File: src/rtl/cmd_executor_if.sv
// Command packet type and the bundled command-FIFO / memory / TX-FIFO port
// set seen by cmd_executor (master side) and its environment (slave side).
package cmd_pkg;
  typedef struct packed {
    logic [7:0]  opcode;
    logic [15:0] addr;
    logic [7:0]  len;
    logic [7:0]  data;
  } cmd_packet_t;
endpackage

interface cmd_executor_if #(
  parameter int ADDR_W = 10
);
  import cmd_pkg::*;

  logic              cmd_fifo_valid;
  cmd_packet_t       cmd_fifo_rd_data;
  logic              cmd_fifo_rd_en;
  logic              mem_en;
  logic              mem_we;
  logic [ADDR_W-1:0] mem_addr;
  logic [7:0]        mem_wdata;
  logic [7:0]        mem_rdata;
  logic              tx_fifo_full;
  logic              tx_fifo_wr_en;
  logic [7:0]        tx_fifo_wr_data;
  logic              busy;

  modport master (
    input  cmd_fifo_valid, cmd_fifo_rd_data, mem_rdata, tx_fifo_full,
    output cmd_fifo_rd_en, mem_en, mem_we, mem_addr, mem_wdata,
           tx_fifo_wr_en, tx_fifo_wr_data, busy
  );

  modport slave (
    output cmd_fifo_valid, cmd_fifo_rd_data, mem_rdata, tx_fifo_full,
    input  cmd_fifo_rd_en, mem_en, mem_we, mem_addr, mem_wdata,
           tx_fifo_wr_en, tx_fifo_wr_data, busy
  );
endinterface

File: src/rtl/cmd_executor.sv
// Executes one W/R command at a time against a single-port memory and pushes
// the response bytes into the TX FIFO. All outputs come from registers.
module cmd_executor
  import cmd_pkg::*;
#(
  parameter int ADDR_W = 10
) (
  input  logic           clk,
  input  logic           rst,
  cmd_executor_if.master bus
);

  localparam logic [7:0] OP_WRITE = 8'h57;
  localparam logic [7:0] OP_READ  = 8'h52;
  localparam logic [7:0] RESP_OK  = 8'h4B;
  localparam logic [7:0] RESP_ERR = 8'h45;

  typedef enum logic [2:0] {
    IDLE,
    DECODE,
    WRITE,
    RD_REQ,
    RD_WAIT,
    RD_SEND,
    RESP
  } state_t;

  state_t            state;
  cmd_packet_t       cmd;
  logic [ADDR_W-1:0] cur_addr;
  logic [7:0]        remain;
  logic              rd_en;
  logic              mem_en;
  logic              mem_we;
  logic [ADDR_W-1:0] mem_addr;
  logic [7:0]        mem_wdata;
  logic              wr_en;
  logic [7:0]        wr_data;

  function automatic logic addr_in_range(input logic [15:0] a);
    return (a >> ADDR_W) == 16'd0;
  endfunction

  function automatic logic cmd_is_error(input cmd_packet_t c);
    return !addr_in_range(c.addr) || ((c.opcode != OP_WRITE) && (c.opcode != OP_READ));
  endfunction

  // wr_en is registered, so the decision to push in a cycle is taken from
  // tx_fifo_full as sampled at the preceding edge. A push cycle always ends
  // the SEND/RESP state; the next command may be latched on that same edge.
  always_ff @(posedge clk) begin
    if (rst) begin
      state     <= IDLE;
      rd_en     <= 1'b0;
      mem_en    <= 1'b0;
      mem_we    <= 1'b0;
      mem_addr  <= '0;
      mem_wdata <= '0;
      wr_en     <= 1'b0;
      wr_data   <= '0;
    end else begin
      case (state)
        IDLE: begin
          if (rd_en) begin
            rd_en <= 1'b0;
            state <= DECODE;
          end else if (bus.cmd_fifo_valid) begin
            cmd   <= bus.cmd_fifo_rd_data;
            rd_en <= 1'b1;
          end
        end
        DECODE: begin
          if (cmd_is_error(cmd)) begin
            wr_data <= RESP_ERR;
            wr_en   <= !bus.tx_fifo_full;
            state   <= RESP;
          end else if (cmd.opcode == OP_WRITE) begin
            mem_en    <= 1'b1;
            mem_we    <= 1'b1;
            mem_addr  <= cmd.addr[ADDR_W-1:0];
            mem_wdata <= cmd.data;
            state     <= WRITE;
          end else begin
            cur_addr <= cmd.addr[ADDR_W-1:0];
            remain   <= cmd.len;
            mem_en   <= 1'b1;
            mem_we   <= 1'b0;
            mem_addr <= cmd.addr[ADDR_W-1:0];
            state    <= RD_REQ;
          end
        end
        WRITE: begin
          mem_en  <= 1'b0;
          mem_we  <= 1'b0;
          wr_data <= RESP_OK;
          wr_en   <= !bus.tx_fifo_full;
          state   <= RESP;
        end
        RD_REQ: begin
          mem_en <= 1'b0;
          state  <= RD_WAIT;
        end
        RD_WAIT: begin
          wr_data <= bus.mem_rdata;
          wr_en   <= !bus.tx_fifo_full;
          state   <= RD_SEND;
        end
        RD_SEND: begin
          if (wr_en) begin
            wr_en <= 1'b0;
            if (remain == 8'd0) begin
              state <= IDLE;
              if (bus.cmd_fifo_valid) begin
                cmd   <= bus.cmd_fifo_rd_data;
                rd_en <= 1'b1;
              end
            end else begin
              cur_addr <= cur_addr + 1'b1;
              remain   <= remain - 8'd1;
              mem_en   <= 1'b1;
              mem_addr <= cur_addr + 1'b1;
              state    <= RD_REQ;
            end
          end else begin
            wr_en <= !bus.tx_fifo_full;
          end
        end
        RESP: begin
          if (wr_en) begin
            wr_en <= 1'b0;
            state <= IDLE;
            if (bus.cmd_fifo_valid) begin
              cmd   <= bus.cmd_fifo_rd_data;
              rd_en <= 1'b1;
            end
          end else begin
            wr_en <= !bus.tx_fifo_full;
          end
        end
        default: state <= IDLE;
      endcase
    end
  end

  assign bus.cmd_fifo_rd_en  = rd_en;
  assign bus.mem_en          = mem_en;
  assign bus.mem_we          = mem_we;
  assign bus.mem_addr        = mem_addr;
  assign bus.mem_wdata       = mem_wdata;
  assign bus.tx_fifo_wr_en   = wr_en;
  assign bus.tx_fifo_wr_data = wr_data;
  assign bus.busy            = (state != IDLE);

endmodule

File: src/flat_wrapper.sv
// flat-port wrapper written by rule: the top's interface ports become plain ports
module cmd_executor_flat import cmd_pkg::*;
#(
  parameter int ADDR_W = 10
)
  (clk, rst, bus_cmd_fifo_valid, bus_cmd_fifo_rd_data, bus_mem_rdata, bus_tx_fifo_full, bus_cmd_fifo_rd_en, bus_mem_en, bus_mem_we, bus_mem_addr, bus_mem_wdata, bus_tx_fifo_wr_en, bus_tx_fifo_wr_data, bus_busy);
  cmd_executor_if #(.ADDR_W(ADDR_W)) bus_i ();
  input  logic clk;
  input  logic rst;
  input wire logic [$bits(bus_i.cmd_fifo_valid)-1:0] bus_cmd_fifo_valid;
  input wire logic [$bits(bus_i.cmd_fifo_rd_data)-1:0] bus_cmd_fifo_rd_data;
  input wire logic [$bits(bus_i.mem_rdata)-1:0] bus_mem_rdata;
  input wire logic [$bits(bus_i.tx_fifo_full)-1:0] bus_tx_fifo_full;
  output wire logic [$bits(bus_i.cmd_fifo_rd_en)-1:0] bus_cmd_fifo_rd_en;
  output wire logic [$bits(bus_i.mem_en)-1:0] bus_mem_en;
  output wire logic [$bits(bus_i.mem_we)-1:0] bus_mem_we;
  output wire logic [$bits(bus_i.mem_addr)-1:0] bus_mem_addr;
  output wire logic [$bits(bus_i.mem_wdata)-1:0] bus_mem_wdata;
  output wire logic [$bits(bus_i.tx_fifo_wr_en)-1:0] bus_tx_fifo_wr_en;
  output wire logic [$bits(bus_i.tx_fifo_wr_data)-1:0] bus_tx_fifo_wr_data;
  output wire logic [$bits(bus_i.busy)-1:0] bus_busy;
  assign bus_i.cmd_fifo_valid = bus_cmd_fifo_valid;
  assign bus_i.cmd_fifo_rd_data = bus_cmd_fifo_rd_data;
  assign bus_i.mem_rdata = bus_mem_rdata;
  assign bus_i.tx_fifo_full = bus_tx_fifo_full;
  assign bus_cmd_fifo_rd_en = bus_i.cmd_fifo_rd_en;
  assign bus_mem_en = bus_i.mem_en;
  assign bus_mem_we = bus_i.mem_we;
  assign bus_mem_addr = bus_i.mem_addr;
  assign bus_mem_wdata = bus_i.mem_wdata;
  assign bus_tx_fifo_wr_en = bus_i.tx_fifo_wr_en;
  assign bus_tx_fifo_wr_data = bus_i.tx_fifo_wr_data;
  assign bus_busy = bus_i.busy;
  cmd_executor #(.ADDR_W(ADDR_W)) u_core (.clk(clk), .rst(rst), .bus(bus_i));
endmodule
File: config.mk
export PLATFORM = sky130hd
export DESIGN_NAME = cmd_executor_flat
export DESIGN_NICKNAME = d
export VERILOG_FILES = /design/src/rtl/cmd_executor_if.sv /design/src/rtl/cmd_executor.sv /design/src/flat_wrapper.sv
export SDC_FILE = /design/constraint.sdc
export NUM_CORES = 1
export LEC_CHECK = 0
export CORE_MARGIN = 2
export CORE_UTILIZATION = 50
export DETAILED_ROUTE_END_ITERATION = 16
export PLACE_DENSITY = 0.79
export SYNTH_ARGS = -nofsm -noshare
export SYNTH_HDL_FRONTEND = slang
export SYNTH_SLANG_ARGS = --single-unit
File: constraint.sdc
create_clock -name clk -period 4.4 [get_ports clk]
set_input_delay 0.66 -clock clk [delete_from_list [all_inputs] [get_ports clk]]
set_output_delay 0.66 -clock clk [all_outputs]
set_load 0.005 [all_outputs]
---- After elaboration in Yosys (flattened, before gate mapping) ----
Index checks and enable logic that the tools add are counted.
cells by class
  $add $sub $neg .......................... 2
  equality and inequality tests ........... 18
  muxes and demuxes ....................... 44
  bitwise operators ....................... 2
  reductions and logical operators ........ 27
operators by type and width
  operator                                             count
  two-way mux 40 bit                                   5
  case mux 40 bit (3 select lines)                     1
  two-way mux 10 bit                                   5
  two-way mux 8 bit                                    5
  case mux 10 bit (2 select lines)                     2
  case mux 8 bit (3 select lines)                      1
  case mux 3 bit (7 select lines)                      1
  zero test 16 bit                                     1
  != test 8 x 7 -> 1 bit, second input constant        2
  case mux 8 bit (2 select lines)                      1
  nonzero test 3 bit                                   5
  two-way mux 1 bit                                    14
  two-way mux 3 bit                                    4
  AND reduction 4 bit                                  3
  AND reduction 6 bit                                  2
  adder 10 x 1 -> 10 bit, second input constant        1
  != test 2 x 1 -> 1 bit, second input constant        5
  equality test 3 bit, second input constant           3
  case mux 1 bit (3 select lines)                      3
  equality test 8 x 7 -> 1 bit, second input constant  1
  zero test 8 bit                                      1
  != test 2 bit, second input constant                 4
  subtractor 8 x 1 -> 8 bit, second input constant     1
  equality test 3 x 2 -> 1 bit, second input constant  2
  other kinds (12)                                     20
storage, ports and cells
  register bits after elaboration ......... 91
  bits of input ports ..................... 52
  output and inout port bits .............. 31

---- Logic depth before layout (Yosys ltp) ----
Gate-level depths: netlist (run 1).
  depth after elaboration ................. 5
  mapped depth ............................ 8

---- Worst setup path after synthesis (run 1) ----
Ideal clock, no wire load.
  path type ............................... register to register
  from .................................... reg u_core.remain[0]
  to ...................................... reg u_core.cmd[0] (netlist name) (enable)
  library setup time ...................... 0.437 ns
  data arrival time ....................... 3.107 ns
  required time ........................... 3.963 ns
  path slack .............................. 0.856 ns
  cell stages (with the launch flop) ...... 7
  path buffers ............................ 0
  period minus slack after synthesis ...... 3.544 ns
  path through ............................ edfxtp_1 -> inv_1 -> ha_1 -> or3b_2 -> nor2_1 -> o21ai_0 -> nor2_1
on the way
  word-level cells in the longest chain between the ends .. 3
ends and longest elaborated chain
  what                                     RTL line             text
  start: declaration                       cmd_executor.sv:31   logic [7:0] remain;
  start signal: assignment                 cmd_executor.sv:85   remain <= cmd.len;
  start signal: assignment                 cmd_executor.sv:119  remain <= remain - 8'd1;
  zero test 8 bit                          cmd_executor.sv:111  if (remain == 8'd0) begin
  != test 2 x 1 -> 1 bit (no source line)  n/a
  AND reduction 6 bit (no source line)     n/a
  end signal: assignment                   cmd_executor.sv:68   cmd <= bus.cmd_fifo_rd_data;
  end signal: assignment                   cmd_executor.sv:114  cmd <= bus.cmd_fifo_rd_data;
  end signal: assignment                   cmd_executor.sv:133  cmd <= bus.cmd_fifo_rd_data;
  end: declaration                         cmd_executor.sv:29   cmd_packet_t cmd;
No other way between the ends.
A chain may end at the register's enable or synchronous reset.

---- Worst setup path in the final report (run 1) ----
  from .................................... reg u_core.remain[0]
  to ...................................... reg u_core.cmd[23] (netlist name) (enable)
Same word-level chain as after synthesis.

==> run_results.csv, run 1 <==
group,metric,value,unit
sta,clock_skew,0.0106,ns
synth,synth_top_family_by_area,"simple AND/OR/NAND/NOR gates",
power_and_ir_drop,power.total,2.34,mW
synth,ys.warnings.count,0,
worst_setup_path,crit_fanout,40,
synth,syn_inst,320,
synth,synth_common_cells,"58 x edfxtp_1, 44 x nor2_1, 42 x nand2_1",
finish,multi_input_area,1320,um^2
worst_setup_path,crit_family,"simple AND/OR/NAND/NOR gates",
finish,regArea,2400,um^2
finish,nNetsFinal,456,
detailed_routing,vias,2715,
place,pre_cts_slack,1.41,ns
finish,syn_to_final_growth,28.4,%
global_route,grt_pass1_vias,2620,
synth,yosysUniqueCellTypes,49,
power_and_ir_drop,seq_power_share,52.5,%
clocking,root_buffer,"clkbuf_8",
global_route,grt_pass1_wl,12700,um
synth,yosysMostFrequentCell,"edfxtp_1",
clocking,cts_buffer_depth,2,
clocking,clk-insertion-delay-late,0.36,ns
detailed_routing,drtIter0Drc,191,
sta,tightest_slew,1.09,ns
floorplanning,dieWidth,91.0,um
place,place_area,4700,um^2
power_and_ir_drop,pwr-share-comb,27.0,%
power_and_ir_drop,p_switching,742,uW
sta,grt_setup_unrepaired,"no",
worst_setup_path,cpPeakStageDelay,0.90,ns
outcome,status,"finished, final reports clean",
synth,synth_area_per_cell,11.8,um^2
min_path,hold_path_class,"flop to flop",
power_and_ir_drop,peakVddDrop,0.266,mV
worst_setup_path,required,4.37,ns
synth,synth-edff-count,58,
clocking,clkTransAtPathRegs,0.08,ns
floorplanning,dieArea,8280,um^2
clocking,hold_buffers,0,
worst_setup_path,r2r-start,"u_core.remain[0]$_DFFE_PP_",
worst_setup_path,path_class,"flop to flop",
global_route,grt-ovfl-total,0,
global_route,grt_max_degree,41,
synth,synth_xor_area_share,2.08,%
sta,period_share,66.5,%
worst_setup_path,slowest_stage,"nor2_4",
power_and_ir_drop,p_clk_share,20.6,%
sta,finalSetupViolCount,0,
power_and_ir_drop,p_leak,1.65,nW
sta,clock.fmax,342,MHz
global_route,grt_antenna_before_repair,0,
clocking,post_cts_buffers,0,
synth,synth_fa_ha_area_share,0.661,%
synth,ys_seq_elements,91,
synth,muxShareOfSynthArea,4.76,%
finish,fillers,586,
worst_setup_path,critical_path.endpoint_type,"flop",
detailed_routing,antenna_left,0,
worst_setup_path,critPathLaunchType,"flop",
synth,ys.flop_type,"edfxtp_1",
worst_setup_path,path_buf_inv,1,
sta,slew_viol_final,0,
sta,hold_violations,0,
clocking,cts_tree,"done",
synth,ys_seq_area_share,63.5,%
floorplanning,io_pins,83,
worst_setup_path,cp-endpoint,"u_core.cmd[23]$_DFFE_PP_",
job,maxCapViolCount,0,
worst_setup_path,rrSetupSlack,1.47,ns
clocking,cts.sinks,91,
finish,drive_above_1_share,9.09,%
sta,finalCriticalPeriod,2.93,ns
sta,finalWorstSetupSlack,1.47,ns
finish,stdcell_area,4860,um^2
place,placed_cells,490,
place,io_buffers,82,
worst_setup_path,crit_chain,"inv_1 > ha_1 > or3b_2 > nor2_1 > o21ai_0 > nor2_4",
synth,synth_compound_area_share,9.35,%
detailed_routing,wl_per_cell,15.6,um
worst_setup_path,cp.arrival,2.90,ns
power_and_ir_drop,p_int,1.60,mW
place,place_congestion,0.788,
global_route,grt_use_total,19.9,%
worst_setup_path,crit_start,"u_core.remain[0]$_DFFE_PP_",
synth,syn_area,3790,um^2
floorplanning,placementRows,31,
synth,syn_nets,374,
floorplanning,die_y,91.0,um
power_and_ir_drop,p_sw_share,31.6,%
power_and_ir_drop,powerDensity,483,nW/um^2
synth,yosys.area_share.simple,17.6,%
synth,synth_area_leaders,"edfxtp_1 46%, dfxtp_1 17%, mux2i_1 4.8%",
clocking,ctsResizeCount,0,
worst_setup_path,worstReg2RegEnd,"u_core.cmd[23]$_DFFE_PP_",
finish,final_cells,506,
worst_setup_path,reg2reg_depth,6,
worst_setup_path,cp.depth,6,
finish,antenna_cells,0,
detailed_routing,routed_wl,7890,um
floorplanning,initial_core_util,51.9,%
floorplanning,core-area,7290,um^2
clocking,numCtsBuffers,9,
place,hpwl,5540,um
synth,synthArstFlopShare,0,%
synth,synth_top_cell_by_area,"edfxtp_1",
sta,tns,0,ns
detailed_routing,viasPerCell,5.37,
detailed_routing,drc,0,
sta,slew_headroom,27.4,%
clocking,htree_levels,3,
synth,synth_top_cell_area_share,46.0,%
detailed_routing,firstDrtPassIters,4,
==> cells in the final DEF, fill, tap and decap left out, types with 3 or more instances in the layout <==
cell type	instances
o21ai_0	17
nor2b_1	3
xnor2_1	6
nand4_2	3
xor2_1	3
nand2_1	42
clkbuf_8	9
nor2_1	43
o31ai_1	3
clkinv_2	3
mux2i_1	18
dfxtp_1	33
inv_1	5
nor3_1	4
nand3_1	8
a31oi_1	12
clkdlybuf4s50_1	82
a21oi_1	7
edfxtp_1	58
==> metal layers <==
| metal | share of wire, % | GRT usage, % |
|---|---|---|
| met2 | 50 | 31.9 |
| met3 | 5.0 | 3.82 |
| met1 | 43 | 25.8 |
| met5 | 0 | 0 |
| met4 | 2.3 | 10.6 |
==> cell families (layout without fill, tap and decap cells) <==
logic type / after synthesis / after routing
multiplexers: 18 / 18
AO/OA/AOI/OAI: 53 / 53
AND/OR/NAND/NOR: 129 / 129
flip-flops: 91 / 91
adder cells (fa/ha/maj): 2 / 2
XOR/XNOR: 9 / 9
buffers and inverters: 18 / 105
==> worst min path at each step <==
| stage | startpoint | end | slack, ns | cells past startpoint |
|---|---|---|---|---|
| finish | u_core.bus.mem_en$_SDFFE_PP0P_ | u_core.bus.mem_en$_SDFFE_PP0P_ | 0.50 | 2 |
| global route | u_core.cmd[7]$_DFFE_PP_ | u_core.bus.mem_wdata[7]$_SDFFE_PP0P_ | 0.53 | 2 |
| CTS | u_core.bus.mem_en$_SDFFE_PP0P_ | u_core.bus.mem_en$_SDFFE_PP0P_ | 0.50 | 2 |
| global placement | u_core.cmd[1]$_DFFE_PP_ | u_core.bus.mem_wdata[1]$_SDFFE_PP0P_ | 0.46 | 2 |
| floorplan | u_core.cmd[0]$_DFFE_PP_ | u_core.bus.mem_wdata[0]$_SDFFE_PP0P_ | 0.46 | 2 |
| detailed placement | u_core.cmd[4]$_DFFE_PP_ | u_core.bus.mem_wdata[4]$_SDFFE_PP0P_ | 0.48 | 2 |
==> flip-flops by register name (all words and copies together) (netlist names) <==
name / cells
u_core.bus.cmd_fifo_rd_en: 1
u_core.bus.mem_addr: 10
u_core.bus.mem_en: 1
u_core.bus.mem_wdata: 8
u_core.bus.mem_we: 1
u_core.bus.tx_fifo_wr_data: 8
u_core.bus.tx_fifo_wr_en: 1
u_core.cmd: 40
u_core.cur_addr: 10
u_core.remain: 8
u_core.state: 3
==> layout make-up <==
type	instances	area share, %
Sequential cell	91	49.4
Multi-Input combinational cell	211	27.1
Timing Repair Buffer	84	17.2
Clock buffer	11	2.70
Tap cell	99	2.55
Clock inverter	5	0.644
Inverter	5	0.386
==> per-stage QoR <==
stage / util, % / hold WS, ns
after global routing: 66.6 / 0.528
after global placement: 64.4 / 0.462
after detailed placement: 64.4 / 0.481
final: 66.6 / 0.499
after floorplan: - / 0.456
after CTS: 66.6 / 0.504
==> worst register-to-register path: stages, from the launching register on <==
cell	delay (ns)
edfxtp_1	0.44
inv_1	0.09
ha_1	0.21
or3b_2	0.50
nor2_1	0.19
o21ai_0	0.19
nor2_4	0.90
==> power by group through the flow <==
stage	logic (mW)	registers [mW]	clock network, mW
floorplan	0.401	1.20	0
global placement	0.618	1.24	0
detailed placement	0.635	1.25	0
CTS	0.638	1.23	0.494
global route	0.698	1.25	0.527
finish	0.633	1.23	0.482
(Power assumes the default switching activity.)
==> run 2: changes to the inputs <==
==> constraint.sdc (replaced) <==
create_clock -name clk -period 3 [get_ports clk]
set_input_delay 0.45 -clock clk [delete_from_list [all_inputs] [get_ports clk]]
set_output_delay 0.45 -clock clk [all_outputs]
set_load 0.005 [all_outputs]
==> run 2 against run 1 <==
Net effect:
- core utilization rose by 0.84 points
- clock-buffer cell count fell by 1
- sequential cell count did not move
- setup slack got worse by 1.1 ns
- clock skew fell by 0.0017 ns
- combinational power rose by 53%
- global-route usage fell by 1.1 points
- die area did not move
- critical path type unchanged
- critical path depth fell by 1
- sequential power rose by 45%
- hold slack got worse by 0.0082 ns
- clock power rose by 68%
==> run_results.csv, run 2 (synthesis results as in run 1) <==
group,metric,value,unit
outcome,status,"finished, final reports clean",
sta,grt_setup_unrepaired,"no",
min_path,hold_depth,2,
clocking,cts_tree,"done",
clocking,clk-insertion-delay-late,0.34,ns
floorplanning,die_y,91.0,um
min_path,hold_path_class,"flop to flop",
finish,antenna_cells,0,
sta,slew_headroom,43.0,%
floorplanning,dieArea,8280,um^2
worst_setup_path,path_class,"flop to flop",
power_and_ir_drop,powerDensity,722,nW/um^2
power_and_ir_drop,peakVddDrop,0.333,mV
place,hpwl,5450,um
place,place_area,4730,um^2
clocking,htree_levels,3,
sta,slew_viol_final,0,
finish,regMostFlops,"u_core.cmd",
global_route,grt-ovfl-total,0,
clocking,ctsResizeCount,0,
worst_setup_path,critical_path.endpoint_type,"flop",
clocking,root_buffer,"clkbuf_8",
detailed_routing,drtIter0Drc,166,
floorplanning,dieWidth,91.0,um
global_route,grt_antenna_before_repair,0,
clocking,hold_buffers,0,
finish,nNetsFinal,460,
place,place_congestion,0.821,
global_route,grtUsageMet1,24.6,%
floorplanning,initial_core_util,51.9,%
sta,hold_violations,0,
floorplanning,core-area,7290,um^2
worst_setup_path,crit_fanout,18,
finish,drive_above_1_share,10.2,%
worst_setup_path,critPathLaunchType,"flop",
sta,tightest_slew,0.855,ns
detailed_routing,viasPerCell,5.26,
finish,syn_to_final_growth,30.0,%
finish,stdcell_area,4920,um^2
global_route,gr-usage-met2,29.8,%
power_and_ir_drop,power.total,3.55,mW
global_route,grt_pass1_wl,12300,um
sta,finalCriticalPeriod,2.60,ns
finish,largest_reg_flops,40,
clocking,clkTransAtPathRegs,0.09,ns
sta,clock_skew,0.00891,ns
place,io_buffers,82,
sta,period_share,86.6,%
global_route,grt_max_degree,35,
floorplanning,placementRows,31,
sta,tns,0,ns
detailed_routing,vias,2681,
detailed_routing,firstDrtPassIters,4,
finish,reg_top3,"u_core.cmd x40, u_core.bus.mem_addr x10, u_core.cur_addr x10",
clocking,post_cts_buffers,0,
finish,final_cells,510,
power_and_ir_drop,p_leak,1.69,nW
worst_setup_path,required,3.03,ns
place,placed_cells,494,
job,maxCapViolCount,0,
clocking,cts.sinks,91,
sta,finalSetupViolCount,0,
finish,final_common_cell,"clkdlybuf4s50_1",
finish,layout_common_cells,"82 x clkdlybuf4s50_1, 58 x edfxtp_1, 43 x nor2_1, 42 x nand2_1, 33 x dfxtp_1",
clocking,numCtsBuffers,9,
detailed_routing,drc,0,
clocking,cts_buffer_depth,2,
detailed_routing,wl_per_cell,14.7,um
finish,utilization,67.5,%
sta,clock.fmax,385,MHz
worst_setup_path,cp.arrival,2.63,ns
global_route,grt_pass1_vias,2608,
global_route,grt_use_total,18.8,%
detailed_routing,antenna_left,0,
global_route,use_met3,4.98,%
floorplanning,io_pins,83,
worst_setup_path,reg2reg_depth,5,
global_route,busiest_layer,"met2",
detailed_routing,routed_wl,7500,um
## run 2: changes by cell type in the layout (fill, tap and decap cells not counted)
cell        previous run  this run
clkbuf_1               2         1
inv_6                  0         1
clkinv_2               3         2
clkinv_4               1         2
bufinv_16              0         1
clkinvlp_4             1         0
buf_4                  2         6
## run 2: per-layer routing
layer  share of wire, %  vias up
met5                  0        -
met4                1.0        0
met3                6.0        6
met2                 49       82
met1                 44     1256
li1                   -     1337
## run 2: worst max-delay path, cell delays in order (launching register included)
cell      delay [ns]
edfxtp_1        0.42
nor4_4          0.35
nand4_2         0.24
a21oi_2         0.72
nor3b_2         0.29
buf_4           0.27
## run 2: layout make-up
| class | count | area [um^2] |
|---|---|---|
| Sequential cell | 91 | 2400 |
| Fill cell | 571 | 2370 |
| Multi-Input combinational cell | 211 | 1320 |
| Timing Repair Buffer | 88 | 866 |
| Clock buffer | 10 | 128 |
| Tap cell | 99 | 124 |
| Clock inverter | 6 | 66.3 |
| Inverter | 5 | 18.8 |
## run 2: final timing paths
check,start,to,slack (ns)
setup / recovery,u_core.cmd[27]$_DFFE_PP_,u_core.remain[2]$_DFFE_PP_,0.40
setup reg to reg,u_core.cmd[27]$_DFFE_PP_,u_core.remain[2]$_DFFE_PP_,0.40
hold reg to reg,u_core.cmd[7]$_DFFE_PP_,u_core.bus.mem_wdata[7]$_SDFFE_PP0P_,0.49
hold / removal,u_core.cmd[7]$_DFFE_PP_,u_core.bus.mem_wdata[7]$_SDFFE_PP0P_,0.49
## run 2: report_power, final
part,switching [mW],leakage (nW),internal (mW)
Clock,0.419,0.101,0.389
Sequential,0.171,0.799,1.61
Combinational,0.507,0.789,0.463
## run 2: metrics by stage
step           hold WS [ns]  worst slack (ns)
4_1_cts               0.493             0.374
6_report              0.491             0.403
3_5_place_dp          0.480             0.388
2_1_floorplan         0.456             0.102
3_3_place_gp          0.459             0.458
5_1_grt               0.514             0.246
==> run 3: changes to the inputs <==
--- a/config.mk
+++ b/config.mk
@@ -9,6 +9,7 @@
 export CORE_UTILIZATION = 50
 export DETAILED_ROUTE_END_ITERATION = 16
 export PLACE_DENSITY = 0.79
+export SKIP_LAST_GASP = 1
 export SYNTH_ARGS = -nofsm -noshare
 export SYNTH_HDL_FRONTEND = slang
 export SYNTH_SLANG_ARGS = --single-unit
==> results of run 3 <==
The final DEF is identical to that of run 2; final timing and power are the same.
